`config.mk`:
```
export PLATFORM = sky130hd
export DESIGN_NAME = ila_capture_sequencer
export DESIGN_NICKNAME = d
export VERILOG_FILES = /design/src/rtl/ila_capture_sequencer.sv
export SDC_FILE = /design/constraint.sdc
export NUM_CORES = 1
export LEC_CHECK = 0
export CORE_ASPECT_RATIO = 1.1
export CORE_MARGIN = 2
export CORE_UTILIZATION = 35
export DETAILED_ROUTE_END_ITERATION = 8
export PLACE_DENSITY_LB_ADDON = 0.05
export SKIP_CTS_REPAIR_TIMING = 1
export SLEW_MARGIN = 30
export SYNTH_ARGS = -nofsm -noshare
export SYNTH_HDL_FRONTEND = slang
export SYNTH_SLANG_ARGS = --single-unit
export TNS_END_PERCENT = 10
```
`constraint.sdc`:
```
create_clock -name clk -period 3.9 [get_ports clk]
set_input_delay 0.78 -clock clk [delete_from_list [all_inputs] [get_ports clk]]
set_output_delay 0.78 -clock clk [all_outputs]
set_load 0.005 [all_outputs]
```
`src/rtl/ila_capture_sequencer.sv`:
```
// ila_capture_sequencer
//   Control block for the internal logic analyzer capture core. Arms the core,
//   sequences the trigger, waits for the core to stop writing, then drains the
//   capture memory oldest-first as a valid/ready stream.
//
// Ports
//   clk, reset              system clock, synchronous active-low reset
//   i_cmd_arm/force/abort   host command pulses
//   i_trig_en, i_trigger    external trigger gating and level
//   i_holdoff_cfg           holdoff value, latched on an accepted arm
//   o_core_restart          one-cycle restart pulse to the core
//   o_trigger, o_holdoff    trigger and holdoff to the core
//   i_primed, i_stopped     core status
//   i_waddr                 core write pointer (oldest sample once stopped)
//   o_raddr, i_rdata        core memory read port (1-cycle latency)
//   o_valid/i_ready/o_data/o_last   dump stream
//   o_busy, o_done          sequencer status
//
// state        | meaning
// -------------+---------------------------------------------------
// IDLE         | waiting for arm
// RESTART      | one-cycle restart pulse to the core
// WAIT_PRIMED  | waiting for the core to fill once; triggers dropped
// WAIT_TRIG    | waiting for external or forced trigger
// WAIT_STOP    | trigger held, waiting for the core to stop
// RD_ADDR      | read address presented, memory latency cycle
// RD_DATA      | read data captured into the stream register
// OUT          | word offered on the stream, waiting for ready
// DONE         | dump complete; arm starts a new capture
module ila_capture_sequencer #(
  parameter int DATA_WIDTH    = 8,
  parameter int ADDR_WIDTH    = 10,
  parameter int HOLDOFF_WIDTH = 10
) (
  input  logic                     clk,
  input  logic                     reset,
  input  logic                     i_cmd_arm,
  input  logic                     i_cmd_force,
  input  logic                     i_cmd_abort,
  input  logic                     i_trig_en,
  input  logic                     i_trigger,
  input  logic [HOLDOFF_WIDTH-1:0] i_holdoff_cfg,
  output logic                     o_core_restart,
  output logic                     o_trigger,
  output logic [HOLDOFF_WIDTH-1:0] o_holdoff,
  input  logic                     i_primed,
  input  logic                     i_stopped,
  input  logic [ADDR_WIDTH-1:0]    i_waddr,
  output logic [ADDR_WIDTH-1:0]    o_raddr,
  input  logic [DATA_WIDTH-1:0]    i_rdata,
  output logic                     o_valid,
  input  logic                     i_ready,
  output logic [DATA_WIDTH-1:0]    o_data,
  output logic                     o_last,
  output logic                     o_busy,
  output logic                     o_done
);

  typedef enum logic [3:0] {
    S_IDLE, S_RESTART, S_WAIT_PRIMED, S_WAIT_TRIG, S_WAIT_STOP,
    S_RD_ADDR, S_RD_DATA, S_OUT, S_DONE
  } state_t;

  localparam logic [ADDR_WIDTH-1:0] LAST_COUNT = '1;
  localparam logic [ADDR_WIDTH-1:0] ADDR_ONE   = 1;

  state_t state, state_nxt;

  logic [ADDR_WIDTH-1:0]    count, count_nxt;
  logic [ADDR_WIDTH-1:0]    raddr_nxt;
  logic [HOLDOFF_WIDTH-1:0] holdoff_nxt;
  logic [DATA_WIDTH-1:0]    data_nxt;
  logic                     trigger_nxt, valid_nxt, last_nxt;

  logic trig_event, handshake, idle_or_done;

  assign trig_event   = (i_trigger & i_trig_en) | i_cmd_force;
  assign handshake    = o_valid & i_ready;
  assign idle_or_done = (state == S_IDLE) || (state == S_DONE);

  // State register
  always_ff @(posedge clk) begin
    if (!reset) state <= S_IDLE;
    else        state <= state_nxt;
  end

  // Next-state logic; abort takes priority over everything, including arm
  always_comb begin
    state_nxt = state;
    if (i_cmd_abort) begin
      state_nxt = S_IDLE;
    end else begin
      case (state)
        S_IDLE, S_DONE: if (i_cmd_arm)  state_nxt = S_RESTART;
        S_RESTART:                      state_nxt = S_WAIT_PRIMED;
        S_WAIT_PRIMED:  if (i_primed)   state_nxt = S_WAIT_TRIG;
        S_WAIT_TRIG:    if (trig_event) state_nxt = S_WAIT_STOP;
        S_WAIT_STOP:    if (i_stopped)  state_nxt = S_RD_ADDR;
        S_RD_ADDR:                      state_nxt = S_RD_DATA;
        S_RD_DATA:                      state_nxt = S_OUT;
        S_OUT: begin
          if (handshake) state_nxt = o_last ? S_DONE : S_RD_ADDR;
        end
        default:                        state_nxt = S_IDLE;
      endcase
    end
  end

  // Output logic: status decodes plus next values of the registered outputs
  always_comb begin
    o_core_restart = (state == S_RESTART);
    o_busy         = !idle_or_done;
    o_done         = (state == S_DONE);

    trigger_nxt = o_trigger;
    holdoff_nxt = o_holdoff;
    raddr_nxt   = o_raddr;
    count_nxt   = count;
    data_nxt    = o_data;
    valid_nxt   = o_valid;
    last_nxt    = o_last;

    if (i_cmd_abort) begin
      trigger_nxt = 1'b0;
      valid_nxt   = 1'b0;
      last_nxt    = 1'b0;
    end else begin
      case (state)
        S_IDLE, S_DONE: if (i_cmd_arm) holdoff_nxt = i_holdoff_cfg;
        S_WAIT_TRIG:    if (trig_event) trigger_nxt = 1'b1;
        S_WAIT_STOP: begin
          // Once stopped, the write pointer addresses the oldest sample
          if (i_stopped) begin
            trigger_nxt = 1'b0;
            raddr_nxt   = i_waddr;
            count_nxt   = '0;
          end
        end
        S_RD_DATA: begin
          data_nxt  = i_rdata;
          valid_nxt = 1'b1;
          last_nxt  = (count == LAST_COUNT);
        end
        S_OUT: begin
          if (handshake) begin
            valid_nxt = 1'b0;
            last_nxt  = 1'b0;
            raddr_nxt = o_raddr + ADDR_ONE;
            count_nxt = count + ADDR_ONE;
          end
        end
        default: ;
      endcase
    end
  end

  // Registered outputs and word counter
  always_ff @(posedge clk) begin
    if (!reset) begin
      o_trigger <= 1'b0;
      o_holdoff <= '0;
      o_raddr   <= '0;
      count     <= '0;
      o_data    <= '0;
      o_valid   <= 1'b0;
      o_last    <= 1'b0;
    end else begin
      o_trigger <= trigger_nxt;
      o_holdoff <= holdoff_nxt;
      o_raddr   <= raddr_nxt;
      count     <= count_nxt;
      o_data    <= data_nxt;
      o_valid   <= valid_nxt;
      o_last    <= last_nxt;
    end
  end

endmodule

```
[Word-level counts from Yosys, hierarchy flattened]
Cells that the tools add are included.
Storage, ports and cells
  register bits after elaboration: 45
  input port bits: 38
  output and inout bits: 34
  logic and storage cells: 62
Cells by class
  $add $sub $neg: 2
  eq/ne operators: 14
  multiplexer cells: 19
  bitwise operators: 5
  reduce and logical (&&, ||, !) cells: 14
Operators with widths (count)
  10-bit two-way mux: 4
  10-bit case mux with 2 select lines: 2
  4-bit case mux with 8 select lines: 1
  4-bit two-way mux: 6
  10-bit by 1-bit adder with 10-bit output, second input constant: 2
  4-bit by 3-bit equality test with 1-bit output, second input constant: 4
  10-bit equality test, second input constant: 1
  2-bit inequality test, second input constant: 5
  4-bit by 2-bit equality test with 1-bit output, second input constant: 2
  1-bit case mux with 2 select lines: 3
  3-bit AND reduction: 2
  2-bit nonzero test: 3
  5-bit AND reduction: 1
  4-bit by 1-bit equality test with 1-bit output, second input constant: 1
  4-bit equality test, second input constant: 1
  4-bit zero test: 1
  2-bit AND reduction: 2
  4-bit AND reduction: 1
  2-bit OR reduction: 2
  1-bit two-way mux: 3
  1-bit bitwise AND: 2
  1-bit inverter: 2
  1-bit zero test: 1
  1-bit logical OR: 1
  1-bit OR: 1

[Longest topological paths before layout]
Gate-level depths: netlist of the first run.
  depth after elaboration: 4
  depth in mapped cells: 7
  mapped depth without buffers: 5

[Worst setup path before layout of the first run]
OpenSTA, ideal clock, no wires.
  path kind: input-to-reg
  from: input port i_stopped
  to: register count[6]
  library setup time: 71 ps
  arrival time: 1818 ps
  data required time: 3829 ps
  path slack: 2011 ps
  stages: 4
  buffers on the path: 0
  cell sequence: nor3b_2 -> o21ai_1 -> or4_1 -> a21oi_1
Between the ends
  word-level cells in the longest chain between the ends: 2
Ends and longest elaborated chain
  start, declared: RTL line 47  | input logic i_stopped,
  2-bit inequality test (no line)
  4-bit AND reduction (no line)
  end signal, assigned: RTL line 171  | count <= count_nxt;
  end, declared: RTL line 69  | logic [ADDR_WIDTH-1:0] count, count_nxt;
Every way passes these cells.
A chain may end at the register's enable or synchronous reset.

[Final worst setup path of the first run]
  from: register state[0]
  to: output port o_done
Between the ends
  word-level cells in the longest chain between the ends: 1
Ends and longest elaborated chain
  start, declared: RTL line 67  | state_t state, state_nxt;
  start signal, assigned: RTL line 84  | else state <= state_nxt;
  4-bit equality test: RTL line 113  | o_done = (state == S_DONE);
  end, declared: RTL line 56  | output logic o_done
Every way passes these cells.

==> results by group, run 1 <==
Yosys
  • Yosys top cell area share: 0.399
  • Synth Area in Compound Gates: 0.184
  • Combinational family with the most area after synthesis: simple AND/OR/NAND/NOR gates
  • Post-Syn Nets: 304
  • Post-synthesis cell count: 264
  • Synth cell types: 51
  • Mapped Area: 2260 um^2
  • Sequential share of the synthesized area: 0.399
  • Number of synthesis warnings: 0
  • Mean Syn Cell Area: 8.56 um^2
  • Synth async-reset ratio: 0
  • FF+latch count, synth: 45
  • Post-synth EDFFs: 0
  • Dominant synthesized flop cell: dfxtp_1
  • Synth Area in Adders: 0.0111
  • Post-Synth Simple-Gate Area: 0.270
  • Xor/xnor cell area share of the yosys netlist: 0.00775
  • Multiplexer share of the synthesized area: 0.0886
  • Top cells by area, synth: dfxtp_1 (40%), mux2i_1 (8.9%), nor2_1 (5.0%), a21oi_1 (4.2%), nand2_1 (4.2%)
  • Yosys top cell by area: dfxtp_1

STA
  • Worst-margin pin slew: 0.694 ns
  • Unrepaired setup endpoints after global routing: no
  • Max Slew Vio Count: 0
  • Max-slew headroom: 0.537
  • Crit share post-route: 0.687
  • Final Hold Fails: 0
  • Final setup viols: 0
  • Worst Skew: 0.00744 ns
  • Final min period: 2.68 ns
  • Highest clock rate: 373 MHz
  • Setup TNS: 0 ns

Worst hold path
  • Worst hold path class: reg2reg

Setup path
  • Setup CP Type: reg2out
  • Critical path startpoint: state[0]$_SDFFE_PP0P_
  • Crit path DAT: 1.90 ns
  • Origin of the critical flop-to-flop path: state[3]$_SDFFE_PP0P_
  • Slowest cell on crit path: dfxtp_1
  • Setup crit end kind: output pin
  • Family with the most delay on the worst path: simple AND/OR/NAND/NOR gates
  • Critical path fanouts, max: 17
  • Buf/Inv on CP: 1
  • Crit path largest cell delay: 0.52 ns
  • Flop-to-flop setup slack: 1.72 ns
  • R2R cell count: 5
  • Critical path depth: 3
  • Crit-path cells: nor3_1 -> and2_1 -> clkdlybuf4s50_1
  • Worst setup path endpoint: o_done
  • Critical Path RT: 3.12 ns
  • Terminus of the critical flop-to-flop path: count[5]$_SDFFE_PN0P_
  • Startpoint types: flop

Global routing
  • Grt met1 use: 0.215
  • Total Routing Usage GR: 0.168
  • Initial antenna violation count: 0
  • Global Route met2 Usage: 0.281
  • Gr busiest metal: met2
  • Global routing usage on met3: 0.0459
  • First-pass GRT wire length: 9.45 mm
  • Pin count of the biggest net entering global routing: 29
  • Vias in the first global route: 2,034
  • GRT Residual Overflow: 0

Routing
  • Post-DR vias/cell: 5.30
  • Pre-antenna DRT Iters: 4
  • Iter 0 DRT Violations: 50
  • Post-DRT Antenna Nets: 0
  • Final wirelength: 5.66 mm
  • WL/cell: 13.8 um
  • DR DRC count: 0
  • Total number of vias: 2,177

Floorplan
  • Full die area: 7120 um^2
  • Die W: 80.6 um
  • Die Y: 88.3 um
  • # rows: 30
  • Core area: 6190 um^2
  • Initial core utilization: 0.365
  • # IOs: 72

Clocking
  • Root Buffer: clkbuf_8
  • Worst skew pair latency: 0.30 ns
  • Max H-tree Level: 2
  • Clk sink count: 45
  • CTS Buf Count: 5
  • Bufs on Longest Clock Path: 2
  • Clk slew on worst S/H paths: 0.09 ns
  • CTS tree: built

Finish
  • Ratio of cells with drive above 1 in the final layout: 0.0514
  • Fin area: 3140 um^2
  • Most common cell after layout, fill and taps aside: clkdlybuf4s50_1
  • Nets: 370
  • Antenna fix cells: 0
  • Post-route insts no fill: 411
  • Commonest cells after routing, fill and taps aside: clkdlybuf4s50_1 (71), dfxtp_1 (45), nor2_1 (30), nand2_1 (25), mux2i_1 (20)
  • Area growth syn-to-layout: 39.0%

Status
  • Status: finished clean

Placed design
  • GPL Wtd Cong: 0.782
  • Port Buf Inserts: 71
  • Placed Cells: 403
  • Final HPWL DP: 4.01 mm
  • DP Area: 3020 um^2

Job
  • Max Cap Viol: 0

Power and ir drop
  • PwrDens: 299 nW/um^2
  • Total power: 941 uW
  • Maximum vdd ir drop: 0.000169 V
  • Leak pwr: 1.13 nW
[worst min-delay path by stage]
stage                                        from                      end  slack, ns  cells past startpoint
after floorplan             count[6]$_SDFFE_PN0P_    count[6]$_SDFFE_PN0P_       0.45                      2
after global placement     o_trigger$_SDFFE_PP0P_   o_trigger$_SDFFE_PP0P_       0.44                      2
after detailed placement   o_trigger$_SDFFE_PP0P_   o_trigger$_SDFFE_PP0P_       0.45                      2
after CTS                  o_trigger$_SDFFE_PP0P_   o_trigger$_SDFFE_PP0P_       0.46                      2
after global routing      o_raddr[9]$_SDFFE_PN0P_  o_raddr[9]$_SDFFE_PN0P_       0.50                      2
final                      o_trigger$_SDFFE_PP0P_   o_trigger$_SDFFE_PP0P_       0.46                      2
[worst min-delay path, cell delays in order, from the launching register on]
cell and delay [ns]:
dfxtp_1 0.32, nand2_1 0.05, a21oi_1 0.05
[flip-flops by register name, summed over array words and instances (netlist names)]
signal,flops
count,10
o_trigger,1
o_raddr,10
o_holdoff,10
state,4
o_last,1
o_valid,1
o_data,8
[final cells by class]
type                    instances  area, um^2
clock buffers                   5        68.8
fillers                       604        3050
well taps                      80         100
repair buffers                 73         726
multi-input cells             200        1280
flip-flops and latches         45         901
inverters                       5        18.8
clock inverters                 3        47.5
[routing by layer]
layer,part of all wire,vias to the layer above
met1,0.47,1025
met2,0.48,50
met5,0,-
li1,-,1098
met4,0.0069,0
met3,0.046,4
[cell usage after synthesis, types with 2 or more instances]
library cell,count
dfxtp_1,45
nor2_1,30
nand2_1,25
mux2i_1,20
a21oi_1,19
o21ai_0,14
nand3_1,8
buf_2,7
or3_1,7
nand4_1,6
or4_1,6
a21o_1,5
and3_1,4
clkbuf_1,4
inv_1,4
nand3b_1,4
o21a_1,4
o31ai_1,4
a31oi_1,3
and2_1,3
nor3_1,3
a211oi_1,2
a21boi_0,2
and4_1,2
and4b_1,2
ha_1,2
nand2b_1,2
nor3b_2,2
nor4b_1,2
o2bb2ai_1,2
[kinds of logic (layout without fill, tap and decap cells)]
| family | after synthesis | after routing |
|---|---|---|
| compound gates | 65 | 65 |
| xor+xnor | 2 | 2 |
| flops | 45 | 45 |
| buf+inv | 19 | 86 |
| fa+ha+maj | 2 | 2 |
| simple gates | 111 | 111 |
| mux | 20 | 20 |
[metrics by stage]
stage,hold WS [ns],worst slack [ns],util
floorplan,0.448,2.01,-
global placement,0.444,1.00,0.486
detailed placement,0.448,1.05,0.488
CTS,0.461,1.20,0.507
global route,0.500,1.06,0.507
finish,0.457,1.22,0.507
[where the power goes]
part           switching, mW  internal (mW)
logic                 0.0345         0.0607
clock network          0.175          0.196
registers            0.00843          0.466
(Power assumes the default switching activity.)
==> run 2: changes to the inputs <==
==> constraint.sdc (replaced) <==
create_clock -name clk -period 2.34 [get_ports clk]
set_input_delay 0.468 -clock clk [delete_from_list [all_inputs] [get_ports clk]]
set_output_delay 0.468 -clock clk [all_outputs]
set_load 0.005 [all_outputs]
==> results by group, run 2 (same netlist as run 1, synthesis figures left out) <==
Placed design
  • Final HPWL DP: 4.22 mm
  • GPL Wtd Cong: 0.773
  • Port Buf Inserts: 71

Finish
  • Area growth syn-to-layout: 42.4%
  • Commonest cells after routing, fill and taps aside: clkdlybuf4s50_1 (71), dfxtp_1 (45), nor2_1 (30), nand2_1 (25), mux2i_1 (20)
  • Most common cell after layout, fill and taps aside: clkdlybuf4s50_1
  • Filler cell count: 610
  • Antenna fix cells: 0
  • Ratio of cells with drive above 1 in the final layout: 0.0870
  • Regs by FF count: count: 10 flops, o_holdoff: 10 flops, o_raddr: 10 flops
  • Multi-input logic area: 1270 um^2
  • Final core utilization: 0.520
  • Register area: 901 um^2
  • Nets: 384

Setup path
  • Crit path DAT: 1.74 ns
  • Crit-path cells: nor4b_1 -> clkdlybuf4s50_1
  • Setup crit end kind: output pin
  • Slowest cell on crit path: dfxtp_1
  • Critical Path RT: 1.87 ns
  • Setup CP Type: reg2out
  • R2R cell count: 6
  • Startpoint types: flop
  • Crit path largest cell delay: 0.60 ns
  • Critical path fanouts, max: 13
  • Flop-to-flop setup slack: 0.39 ns

Status
  • Status: finished clean

Global routing
  • Total Routing Usage GR: 0.174
  • GRT Residual Overflow: 0
  • First-pass GRT wire length: 9.69 mm
  • Pin count of the biggest net entering global routing: 29
  • Vias in the first global route: 2,050
  • Initial antenna violation count: 0

Worst hold path
  • Worst hold path class: reg2reg
  • Worst Hold Depth: 2

Routing
  • WL/cell: 13.7 um
  • Total number of vias: 2,205
  • Pre-antenna DRT Iters: 4
  • DR DRC count: 0
  • Iter 0 DRT Violations: 53
  • Post-DR vias/cell: 5.19
  • Post-DRT Antenna Nets: 0
  • Final wirelength: 5.84 mm

STA
  • Max Slew Vio Count: 0
  • Highest clock rate: 453 MHz
  • Crit share post-route: 0.943
  • Max-slew headroom: 0.707
  • Final min period: 2.21 ns
  • Final Hold Fails: 0
  • Unrepaired setup endpoints after global routing: no
  • Worst Skew: 0.00482 ns
  • Setup TNS: 0 ns
  • Final setup viols: 0
  • Worst-margin pin slew: 0.439 ns

Floorplan
  • Full die area: 7120 um^2
  • Die Y: 88.3 um
  • # IOs: 72
  • # rows: 30
  • Die W: 80.6 um
  • Core area: 6190 um^2
  • Initial core utilization: 0.365

Clocking
  • Clk sink count: 45
  • Max H-tree Level: 2
  • CTS tree: built
  • Clk slew on worst S/H paths: 0.08 ns
  • Worst skew pair latency: 0.30 ns
  • CTS Buf Count: 5
  • Bufs on Longest Clock Path: 2
  • Root Buffer: clkbuf_8

Power and ir drop
  • Maximum vdd ir drop: 0.000224 V
  • PwrDens: 453 nW/um^2
  • Leak pwr: 1.19 nW
  • Total power: 1.46 mW

Job
  • Max Cap Viol: 0
run 2: changes by cell type in the layout (fill, tap and decap cells not counted):
cell | previous run | this run
buf_12 | 0 | 1
clkbuf_1 | 0 | 1
o221ai_4 | 1 | 0
o221ai_2 | 0 | 1
inv_6 | 2 | 0
buf_4 | 2 | 15
clkinvlp_4 | 0 | 2
bufinv_16 | 1 | 0
run 2: per-stage QoR:
stage	area (um^2)	hold slack, ns	std cells	setup WS (ns)
floorplan	2260	0.448	264	0.763
global placement	3130	0.446	417	0.0991
detailed placement	3130	0.453	417	0.0523
CTS	3220	0.466	425	0.0989
global route	3220	0.497	425	0.00829
finish	3220	0.460	425	0.133
run 2: layout make-up:
type | instances | area share
Sequential cell | 45 | 0.280
Clock buffer | 6 | 0.0226
Inverter | 5 | 0.00583
Tap cell | 80 | 0.0311
Multi-Input combinational cell | 200 | 0.394
Clock inverter | 2 | 0.00467
Timing Repair Buffer | 87 | 0.262
run 2: critical path, delay by kind of cell, from the launching register on:
family / cells / cell delay (ns)
and+or+nand+nor: 1 / 0.29
DFF: 1 / 0.60
buffers and inverters: 1 / 0.55
run 2: report_power, final:
group / internal [mW] / switching (mW)
combinational: 0.113 / 0.0623
sequential: 0.776 / 0.0112
clock: 0.211 / 0.286
run 2: layer usage:
layer,GRT usage,vias to the layer above,wire length (um)
li1,-,1129,-
met1,0.224,1010,2600
met2,0.278,61,2740
met3,0.0561,5,419
met4,0.0555,0,68
met5,0,-,0
run 2: worst paths after layout:
path | startpoint | end
max reg2reg | state[1]$_SDFFE_PP0P_ | count[5]$_SDFFE_PN0P_
min reg2reg | o_trigger$_SDFFE_PP0P_ | o_trigger$_SDFFE_PP0P_
min | o_trigger$_SDFFE_PP0P_ | o_trigger$_SDFFE_PP0P_
max | state[0]$_SDFFE_PP0P_ | o_core_restart
